File: config.mk
export PLATFORM = sky130hd
export DESIGN_NAME = multiplier_control_unit_flat
export DESIGN_NICKNAME = d
export VERILOG_FILES = /design/src/rtl/mult_ctrl_pkg.sv /design/src/rtl/multiplier_control_unit_if.sv /design/src/rtl/button_sync.sv /design/src/rtl/multiplier_control_unit.sv /design/src/flat_wrapper.sv
export SDC_FILE = /design/constraint.sdc
export NUM_CORES = 1
export LEC_CHECK = 0
export ABC_AREA = 1
export BUFFER_PORTS_ARGS = -buffer_cell sky130_fd_sc_hd__clkbuf_2
export CORE_MARGIN = 2
export CORE_UTILIZATION = 35
export DETAILED_ROUTE_END_ITERATION = 10
export PLACE_DENSITY_LB_ADDON = 0.1
export SETUP_SLACK_MARGIN = 0.05
export SLEW_MARGIN = 20
export SYNTH_ARGS = -nofsm -noshare
export SYNTH_HDL_FRONTEND = slang
export SYNTH_HIERARCHICAL = 1
export SYNTH_SLANG_ARGS = --single-unit
File: constraint.sdc
create_clock -name Clk -period 1.1 [get_ports Clk]
set_input_delay 0.055 -clock Clk [delete_from_list [all_inputs] [get_ports Clk]]
set_output_delay 0.055 -clock Clk [all_outputs]
set_load 0.1 [all_outputs]
File: src/rtl/mult_ctrl_pkg.sv
// Shared types and defaults for the add/shift multiplier control unit.
//   ctrl_state_t    : sequencing FSM states
//   N_STEPS_DEF     : default number of add/shift steps (operand width)
//   SYNC_STAGES_DEF : default button synchronizer depth
//   step_width()    : width of the step counter for a given step count
package mult_ctrl_pkg;

    typedef enum logic [2:0] {
        IDLE,
        LOADB,
        CLEAR,
        SHIFT,
        DONE
    } ctrl_state_t;

    localparam int unsigned N_STEPS_DEF     = 8;
    localparam int unsigned SYNC_STAGES_DEF = 2;

    // Guard against a zero-width counter if someone asks for a single step.
    function automatic int unsigned step_width(input int unsigned n);
        return (n > 1) ? $clog2(n) : 1;
    endfunction

endpackage

File: src/rtl/multiplier_control_unit_if.sv
// Button-in / strobe-out bundle between the board front end and the multiplier control unit.
//   Run, ClearA_LoadB : active-high button levels, asynchronous to the clock
//   ClrA_LdB, ClrA    : one-cycle datapath strobes
//   Shift, F          : add/shift step enable and final (subtract) step flag
//   Busy, Done        : status LEDs
//   Step              : current step index, 0 outside the shift phase
// master: the button front end / observer.  slave: the control unit.
interface multiplier_control_unit_if #(
    parameter int unsigned N_STEPS = mult_ctrl_pkg::N_STEPS_DEF
) ();

    localparam int unsigned StepW = mult_ctrl_pkg::step_width(N_STEPS);

    logic             Run;
    logic             ClearA_LoadB;
    logic             ClrA_LdB;
    logic             ClrA;
    logic             Shift;
    logic             F;
    logic             Busy;
    logic             Done;
    logic [StepW-1:0] Step;

    modport master (
        output Run,
        output ClearA_LoadB,
        input  ClrA_LdB,
        input  ClrA,
        input  Shift,
        input  F,
        input  Busy,
        input  Done,
        input  Step
    );

    modport slave (
        input  Run,
        input  ClearA_LoadB,
        output ClrA_LdB,
        output ClrA,
        output Shift,
        output F,
        output Busy,
        output Done,
        output Step
    );

endinterface

File: src/rtl/button_sync.sv
// Multi-flop synchronizer for one asynchronous button level.
//   clk_i  : destination clock
//   rst_ni : asynchronous active-low reset, clears the whole chain
//   d_i    : asynchronous input level
//   q_o    : synchronized level, SYNC_STAGES cycles behind d_i
module button_sync #(
    parameter int unsigned SYNC_STAGES = 2
) (
    input  logic clk_i,
    input  logic rst_ni,
    input  logic d_i,
    output logic q_o
);

    logic [SYNC_STAGES-1:0] sync_q;

    always_ff @(posedge clk_i or negedge rst_ni) begin
        if (!rst_ni) begin
            sync_q <= '0;
        end else begin
            sync_q <= {sync_q[SYNC_STAGES-2:0], d_i};
        end
    end

    assign q_o = sync_q[SYNC_STAGES-1];

endmodule

File: src/rtl/multiplier_control_unit.sv
// Sequencing FSM for the 8-bit add/shift multiplier datapath.
// Converts the Run and ClearA_LoadB buttons into datapath strobes and status LEDs.
//   Clk     : single clock, all state on the rising edge
//   Reset_n : asynchronous active-low reset; forces IDLE and all outputs low
//   bus_io  : button inputs and strobe/status outputs (slave side of the interface)
// Outputs are registered copies of the decode of the next state, so they always
// equal the decode of the current state with no input-to-output combinational path.
module multiplier_control_unit
    import mult_ctrl_pkg::*;
#(
    parameter int unsigned N_STEPS     = N_STEPS_DEF,
    parameter int unsigned SYNC_STAGES = SYNC_STAGES_DEF
) (
    input  logic                    Clk,
    input  logic                    Reset_n,
    multiplier_control_unit_if.slave bus_io
);

    localparam int unsigned      StepW    = step_width(N_STEPS);
    localparam logic [StepW-1:0] LastStep = StepW'(N_STEPS - 1);

    // Synchronized button levels
    logic run_s;
    logic clr_s;

    button_sync #(
        .SYNC_STAGES(SYNC_STAGES)
    ) u_run_sync (
        .clk_i (Clk),
        .rst_ni(Reset_n),
        .d_i   (bus_io.Run),
        .q_o   (run_s)
    );

    button_sync #(
        .SYNC_STAGES(SYNC_STAGES)
    ) u_clr_sync (
        .clk_i (Clk),
        .rst_ni(Reset_n),
        .d_i   (bus_io.ClearA_LoadB),
        .q_o   (clr_s)
    );

    ctrl_state_t      state_q, state_d;
    logic [StepW-1:0] cnt_q, cnt_d;
    logic             clr_prev_q;
    logic             clr_edge;

    logic             ld_q, ld_d;
    logic             clra_q, clra_d;
    logic             shift_q, shift_d;
    logic             f_q, f_d;
    logic             busy_q, busy_d;
    logic             done_q, done_d;
    logic [StepW-1:0] step_q, step_d;

    // The previous-value register tracks clr_s in every state, so a press that
    // arrives while busy is consumed there and never becomes a LOADB later.
    assign clr_edge = clr_s & ~clr_prev_q;

    always_comb begin
        state_d = state_q;
        cnt_d   = cnt_q;
        case (state_q)
            IDLE: begin
                // LOADB wins a tie; Run is level-held so CLEAR follows from IDLE.
                if (clr_edge) begin
                    state_d = LOADB;
                end else if (run_s) begin
                    state_d = CLEAR;
                end
            end
            LOADB: begin
                state_d = IDLE;
            end
            CLEAR: begin
                cnt_d   = '0;
                state_d = SHIFT;
            end
            SHIFT: begin
                if (cnt_q != LastStep) begin
                    cnt_d = cnt_q + StepW'(1);
                end else begin
                    cnt_d   = '0;
                    state_d = DONE;
                end
            end
            DONE: begin
                // Wait for Run release so a held button yields one multiply.
                if (!run_s) begin
                    state_d = IDLE;
                end
            end
            default: begin
                state_d = IDLE;
                cnt_d   = '0;
            end
        endcase
    end

    always_comb begin
        ld_d    = (state_d == LOADB);
        clra_d  = (state_d == CLEAR);
        shift_d = (state_d == SHIFT);
        f_d     = shift_d && (cnt_d == LastStep);
        busy_d  = clra_d || shift_d;
        done_d  = (state_d == DONE);
        step_d  = shift_d ? cnt_d : '0;
    end

    always_ff @(posedge Clk or negedge Reset_n) begin
        if (!Reset_n) begin
            state_q    <= IDLE;
            cnt_q      <= '0;
            clr_prev_q <= 1'b0;
            ld_q       <= 1'b0;
            clra_q     <= 1'b0;
            shift_q    <= 1'b0;
            f_q        <= 1'b0;
            busy_q     <= 1'b0;
            done_q     <= 1'b0;
            step_q     <= '0;
        end else begin
            state_q    <= state_d;
            cnt_q      <= cnt_d;
            clr_prev_q <= clr_s;
            ld_q       <= ld_d;
            clra_q     <= clra_d;
            shift_q    <= shift_d;
            f_q        <= f_d;
            busy_q     <= busy_d;
            done_q     <= done_d;
            step_q     <= step_d;
        end
    end

    assign bus_io.ClrA_LdB = ld_q;
    assign bus_io.ClrA     = clra_q;
    assign bus_io.Shift    = shift_q;
    assign bus_io.F        = f_q;
    assign bus_io.Busy     = busy_q;
    assign bus_io.Done     = done_q;
    assign bus_io.Step     = step_q;

endmodule

File: src/flat_wrapper.sv
// flat-port wrapper written by rule: the top's interface ports become plain ports
module multiplier_control_unit_flat import mult_ctrl_pkg::*;
#(
    parameter int unsigned N_STEPS     = N_STEPS_DEF,
    parameter int unsigned SYNC_STAGES = SYNC_STAGES_DEF
)
  (Clk, Reset_n, bus_io_Run, bus_io_ClearA_LoadB, bus_io_ClrA_LdB, bus_io_ClrA, bus_io_Shift, bus_io_F, bus_io_Busy, bus_io_Done, bus_io_Step);
  multiplier_control_unit_if #(.N_STEPS(N_STEPS)) bus_io_i ();
  input  logic Clk;
  input  logic Reset_n;
  input wire logic [$bits(bus_io_i.Run)-1:0] bus_io_Run;
  input wire logic [$bits(bus_io_i.ClearA_LoadB)-1:0] bus_io_ClearA_LoadB;
  output wire logic [$bits(bus_io_i.ClrA_LdB)-1:0] bus_io_ClrA_LdB;
  output wire logic [$bits(bus_io_i.ClrA)-1:0] bus_io_ClrA;
  output wire logic [$bits(bus_io_i.Shift)-1:0] bus_io_Shift;
  output wire logic [$bits(bus_io_i.F)-1:0] bus_io_F;
  output wire logic [$bits(bus_io_i.Busy)-1:0] bus_io_Busy;
  output wire logic [$bits(bus_io_i.Done)-1:0] bus_io_Done;
  output wire logic [$bits(bus_io_i.Step)-1:0] bus_io_Step;
  assign bus_io_i.Run = bus_io_Run;
  assign bus_io_i.ClearA_LoadB = bus_io_ClearA_LoadB;
  assign bus_io_ClrA_LdB = bus_io_i.ClrA_LdB;
  assign bus_io_ClrA = bus_io_i.ClrA;
  assign bus_io_Shift = bus_io_i.Shift;
  assign bus_io_F = bus_io_i.F;
  assign bus_io_Busy = bus_io_i.Busy;
  assign bus_io_Done = bus_io_i.Done;
  assign bus_io_Step = bus_io_i.Step;
  multiplier_control_unit #(.N_STEPS(N_STEPS), .SYNC_STAGES(SYNC_STAGES)) u_core (.Clk(Clk), .Reset_n(Reset_n), .bus_io(bus_io_i));
endmodule
==> metrics.md, run 1 <==
| Metric | Value |
|---|---|
| Number of global-route vias before repair | 524 |
| Placed Area | 982.2 um2 |
| Pre-CTS WS | -0.1746 ns |
| Clock sink count | 20 |
| Grt ovf | 0 |
| Status | complete, but fails checks |
| Post-DR wirelength/cell | 10.54 um |
| RSZ-0062 raised after global routing | yes |
| WP data required | 1.33 ns |
| Max capacitance violation total | 0 |
| Worst-Margin Slew | 0.4675 ns |
| Cells taking the most area after synthesis | dfrtp_1 (68%), nand2_1 (6.1%), inv_1 (5.6%), ha_1 (3.4%), nand2_2 (3.4%) |
| Mapped Area | 733.2 um2 |
| Critical path class | reg -> reg |
| Critical path capture point type | register |
| Fin crit share | 114.1% |
| Area Growth Syn to Fin | 55.80% |
| Synthesized net count | 71 |
| Root buffer cell | clkbuf_4 |
| Setup Viol. Count Final | 9 |
| Crit start category | register |
| I/O pin count | 13 |
| Row count | 16 |
| Routability-driven placement congestion ratio | 0.8208 |
| Hold WC Path Type | in -> async |
| Finished Cell Area | 1142 um2 |
| Mux contribution to synthesized area | 0% |
| First-pass GRT wire length | 2173 um |
| Leakage power | 0.5503 nW |
| Max-slew violations | 0 |
| Final WS setup | -0.1547 ns |
| Worst VDD drop | 1.530 mV |
| Die area | 2477 um2 |
| Nets@finish | 97 |
| Clk slew on worst S/H paths | 0.11 ns |
| Post-synthesis sequential area ratio | 68.26% |
| Simple-Gate Fraction of Synth Area | 19.45% |
| Synth Instances | 65 |
| Largest area contributor in the netlist | dfrtp_1 |
| Aggregate routed wire length | 1233 um |
| Routed Antenna Nets | 0 |
| CTS tree | yes |
| DRC | 0 |
| Core ar. | 1962 um2 |
| Clock buffer depth | 2 |
| Fmax | 797.0 MHz |
| DR pass1 iterations | 4 |
| Vias/cell | 4.291 |
| Hold Fails Final Rpt | 0 |
| R2r setup slk | -0.15 ns |
| Initial Util | 37.37% |
| Synth unique cells | 14 |
| Clock latency on the worst-skew pair | 0.29 ns |
| # fillers | 178 |
| Initial DRC count | 5 |
| Gr usage total | 12.03% |
| Total Power | 3.590 mW |
| Fraction of layout cells with a size suffix above 1 | 46.67% |
| Hpwl dp | 852.9 um |
| Initial antenna violation count | 0 |
| Largest net degree at the start of global routing | 21 |
| Synthesized flop and latch total | 20 |
| Die Y | 49.77 um |
| Crit Path Max Fanout | 2 |
| Max_slew headroom | 68.83% |
| CTS H-Tree Depth | 1 |
| Largest family of logic cells by synthesized area | simple AND/OR/NAND/NOR gates |
| Failing checks | negative setup slack |
| N_diodes | 0 |
| Synth Warn # | 6 |
| Worst path arrival time | 1.48 ns |
| Port Buf Inserts | 12 |
| TritonCTS buffer count | 3 |
| XOR/XNOR share of the synthesized area | 0% |
| Die width | 49.77 um |
| Clock Skew | 0.003518 ns |
| Yosys top cell area share | 68.26% |
| Post-synthesis adder-cell area fraction | 3.413% |
| PwrDens | 3143 nW/um2 |
| Finished Core Util | 58.23% |
| Syn avg cell area | 11.28 um2 |
| Period minus WS final | 1.255 ns |
| Synth Area in Compound Gates | 3.242% |
| Via count | 502 |
synthesized netlist by cell type, drive strengths merged:
| cell type | n |
|---|---|
| inv | 11 |
| nand4 | 1 |
| o31ai | 2 |
| ha | 2 |
| a21oi | 1 |
| dfrtp | 20 |
| nand2 | 16 |
| nor2 | 7 |
| nor3 | 1 |
| nand3 | 4 |
final timing paths:
check / from / endpoint / cells past startpoint
max in group asynchronous: Reset_n / u_core/state_q[1]$_DFF_PN0_ / 2
min: Reset_n / u_core/bus_io.Done$_DFF_PN0_ / 2
min in group Clk: u_core/u_clr_sync/sync_q[0]$_DFF_PN0_ / u_core/u_clr_sync/sync_q[1]$_DFF_PN0_ / 0
max: u_core/cnt_q[1]$_DFF_PN0_ / u_core/bus_io.Step[2]$_DFF_PN0_ / 5
min reg2reg: u_core/u_clr_sync/sync_q[0]$_DFF_PN0_ / u_core/u_clr_sync/sync_q[1]$_DFF_PN0_ / 0
max reg2reg: u_core/cnt_q[1]$_DFF_PN0_ / u_core/bus_io.Step[2]$_DFF_PN0_ / 5
report_power, final:
part | switching, mW | leakage [nW] | internal, mW | total [mW]
Combinational | 1.22 | 0.283 | 0.822 | 2.04
Sequential | 0.204 | 0.246 | 0.929 | 1.13
Clock | 0.210 | 0.0210 | 0.201 | 0.412
layer usage:
metal / wire (um) / GRT usage (%) / part of all wire [%] / up-vias
met2: 649 / 20.67 / 53 / 16
met1: 504 / 13.80 / 41 / 230
met5: 0 / 0 / 0 / -
li1: - / - / - / 254
met4: 14 / 7.407 / 1.1 / 0
met3: 63 / 2.121 / 5.1 / 2
flip-flops by register name (all words and copies together) (netlist names):
signal and flops:
u_core/bus_io.Step 3, u_core/cnt_q 3, u_core/state_q 3, u_core/u_clr_sync/sync_q 2
u_core/u_run_sync/sync_q 2, u_core/bus_io.Busy 1, u_core/bus_io.ClrA 1, u_core/bus_io.ClrA_LdB 1
u_core/bus_io.Done 1, u_core/bus_io.F 1, u_core/bus_io.Shift 1, u_core/clr_prev_q 1
through the flow:
step           instances  setup TNS, ns  hold WS, ns
2_1_floorplan         65       -0.08310      -0.2406
3_3_place_gp         106        -0.2849      0.03640
3_5_place_dp         106        -0.4395      0.03784
4_1_cts              116        -0.6966       0.2453
5_1_grt              117         -1.307       0.2843
6_report             117        -0.6702       0.2366
cells in the final DEF (no fill, tap or decap), types with 3 or more instances in the layout:
cell type,count
clkbuf_4,3
nor2_1,4
inv_1,8
clkbuf_2,3
nand2_1,8
inv_2,3
nand2_2,7
buf_4,4
dfrtp_1,19
dlygate4sd3_1,3
buf_12,9
worst max-delay path, cell delays in order (launching register included):
cell	delay, ns
dfrtp_1	0.43
ha_4	0.18
ha_4	0.25
nand4_1	0.08
buf_4	0.16
a21oi_2	0.10
timing repair:
item,4_1_cts,5_1_grt
hold endpoints to repair,22,0
pin swaps,10,5
hold buffers,3,0
setup buffers,3,1
gates resized for setup,13,3
endpoints found under the setup margin,13,15
cell families (layout without fill, tap and decap cells):
family                     after synthesis  after routing
and+or+nand+nor                         29             29
DFF                                     20             20
buffers and inverters                   11             36
AOI/OAI and AO/OA                        3              3
adders and majority gates                2              2
final cells by class:
class                      count  area, um2  share of cell area [%]
clock buffer                   4      36.28                   3.176
tap                           27      33.78                   2.957
timing repair buffer          21      277.8                   24.32
multi-input combinational     34      251.5                   22.02
inverter                      11      41.29                   3.614
sequential                    20      501.7                   43.92
No activity file was read; power rests on OpenSTA's default activity.
==> run 2, diff against run 1 <==
==> constraint.sdc (replaced) <==
create_clock -name Clk -period 1.62 [get_ports Clk]
set_input_delay 0.081 -clock Clk [delete_from_list [all_inputs] [get_ports Clk]]
set_output_delay 0.081 -clock Clk [all_outputs]
set_load 0.1 [all_outputs]
==> metrics.md, run 2 (synthesis results as in run 1) <==
| Metric | Value |
|---|---|
| Status | finished clean |
| Total setup buffers inserted after CTS | 0 |
| Routed Antenna Nets | 0 |
| Setup TNS | 0 ns |
| R2r setup slk | 0.27 ns |
| DRC | 0 |
| Vias/cell | 4.252 |
| Fraction of layout cells with a size suffix above 1 | 28.57% |
| Worst path slowest cell | dfrtp_1 |
| I/O pin count | 13 |
| Initial Util | 37.37% |
| Root buffer cell | clkbuf_4 |
| Hold WC Path Type | in -> async |
| Reg2reg path depth | 6 |
| Critical path's largest stage delay | 0.42 ns |
| TritonCTS buffer count | 3 |
| Largest net degree at the start of global routing | 21 |
| Pre-CTS WS | 0.2918 ns |
| WL met2 | 504 um |
| CTS tree | yes |
| Hold_buf cts | 3 |
| Initial antenna violation count | 0 |
| Critical path class | reg -> reg |
| WP data required | 1.85 ns |
| Die Y | 49.77 um |
| Aggregate routed wire length | 1077 um |
| RSZ-0062 raised after global routing | no |
| Nets@finish | 91 |
| Crit start category | register |
| Die area | 2477 um2 |
| Wire length on met1 | 511 um |
| CTS H-Tree Depth | 1 |
| Via count | 472 |
| Initial DRC count | 3 |
| Post-cts sizing count | 0 |
| Fmax | 743.4 MHz |
| Clk slew on worst S/H paths | 0.11 ns |
| Port Buf Inserts | 12 |
| Critical Path Start | u_core/cnt_q[0]$_DFF_PN0_ |
| CP most frequent cell | ha_1 |
| Die width | 49.77 um |
| Fin crit share | 83.04% |
| Critical path cell sequence | ha_1 > ha_1 > nand4_1 > nand2_1 > nand2_2 > nor2_2 |
| Max_slew headroom | 64.12% |
| # fillers | 206 |
| Clock Skew | 0.005755 ns |
| Clock latency on the worst-skew pair | 0.29 ns |
| Gr usage total | 10.82% |
| Post-DR wirelength/cell | 9.703 um |
| Worst R2R Start | u_core/cnt_q[0]$_DFF_PN0_ |
| R2R Path End | u_core/bus_io.F$_DFF_PN0_ |
| First-pass GRT wire length | 1952 um |
| Smallest hold slack | 0.2768 ns |
| Clock sink count | 20 |
| Worst setup endpoint | u_core/bus_io.F$_DFF_PN0_ |
| Area Growth Syn to Fin | 21.84% |
| Critical path capture point type | register |
| Setup Viol. Count Final | 0 |
| DR pass1 iterations | 4 |
| Leading cell types in the layout, fill and taps excluded | dfrtp_1 (20), clkbuf_2 (12), nand2_1 (12), inv_1 (11), nor2_1 (5) |
| Core ar. | 1962 um2 |
| WL met3 | 48 um |
| Worst path arrival time | 1.58 ns |
| Hold Fails Final Rpt | 0 |
| Commonest non-fill, non-tap cell in the layout | dfrtp_1 |
| Max-slew violations | 0 |
| Hpwl dp | 764.5 um |
| Max capacitance violation total | 0 |
| Crit Path Max Fanout | 3 |
| Grt ovf | 0 |
| Number of global-route vias before repair | 457 |
| DR top layer | met4 |
| Row count | 16 |
| Period minus WS final | 1.345 ns |
| Clock buffer depth | 2 |
| Final WS setup | 0.2747 ns |
| Worst-Margin Slew | 0.5404 ns |
| N_diodes | 0 |
| Routability-driven placement congestion ratio | 0.7913 |
[run 2: metal layers]
metal,track usage [%],vias up
met4,5.556,0
met2,16.89,10
met5,0,-
met1,13.27,223
met3,3.636,2
li1,-,237
[run 2: final cells by class]
cell class	instances	area (um2)	share of cell area (%)
clock buffer	4	36.28	4.062
inverter	11	41.29	4.622
multi-input combinational	34	191.4	21.43
sequential	20	500.5	56.02
tap	27	33.78	3.782
timing repair buffer	15	90.09	10.08
[run 2: critical path: cells and delay by family, from the launching register on]
kind,cells,cell delay [ns]
AND/OR/NAND/NOR,4,0.38
adder cells (fa/ha/maj),2,0.48
flip-flops,1,0.42
[run 2: through the flow]
step / util [%] / cell area, um2 / instances
6_report: 45.54 / 893.4 / 111
2_1_floorplan: - / 733.2 / 65
3_5_place_dp: 42.16 / 827.0 / 104
4_1_cts: 45.54 / 893.4 / 111
3_3_place_gp: 42.16 / 827.0 / 104
5_1_grt: 45.54 / 893.4 / 111
[run 2: worst min path at each step]
stage                                       to  slack [ns]  cells past startpoint
4_1_cts        u_core/bus_io.Step[1]$_DFF_PN0_        0.27                      2
2_1_floorplan     u_core/bus_io.Busy$_DFF_PN0_       -0.21                      0
3_3_place_gp      u_core/bus_io.ClrA$_DFF_PN0_        0.07                      1
3_5_place_dp     u_core/bus_io.Shift$_DFF_PN0_        0.07                      1
5_1_grt        u_core/bus_io.Step[2]$_DFF_PN0_        0.31                      2
6_report       u_core/bus_io.Step[2]$_DFF_PN0_        0.28                      2
Power of run 2 is left out: the tool's default activity adds up to more than one toggle a clock period on the data nets, which glitch-free logic cannot reach.
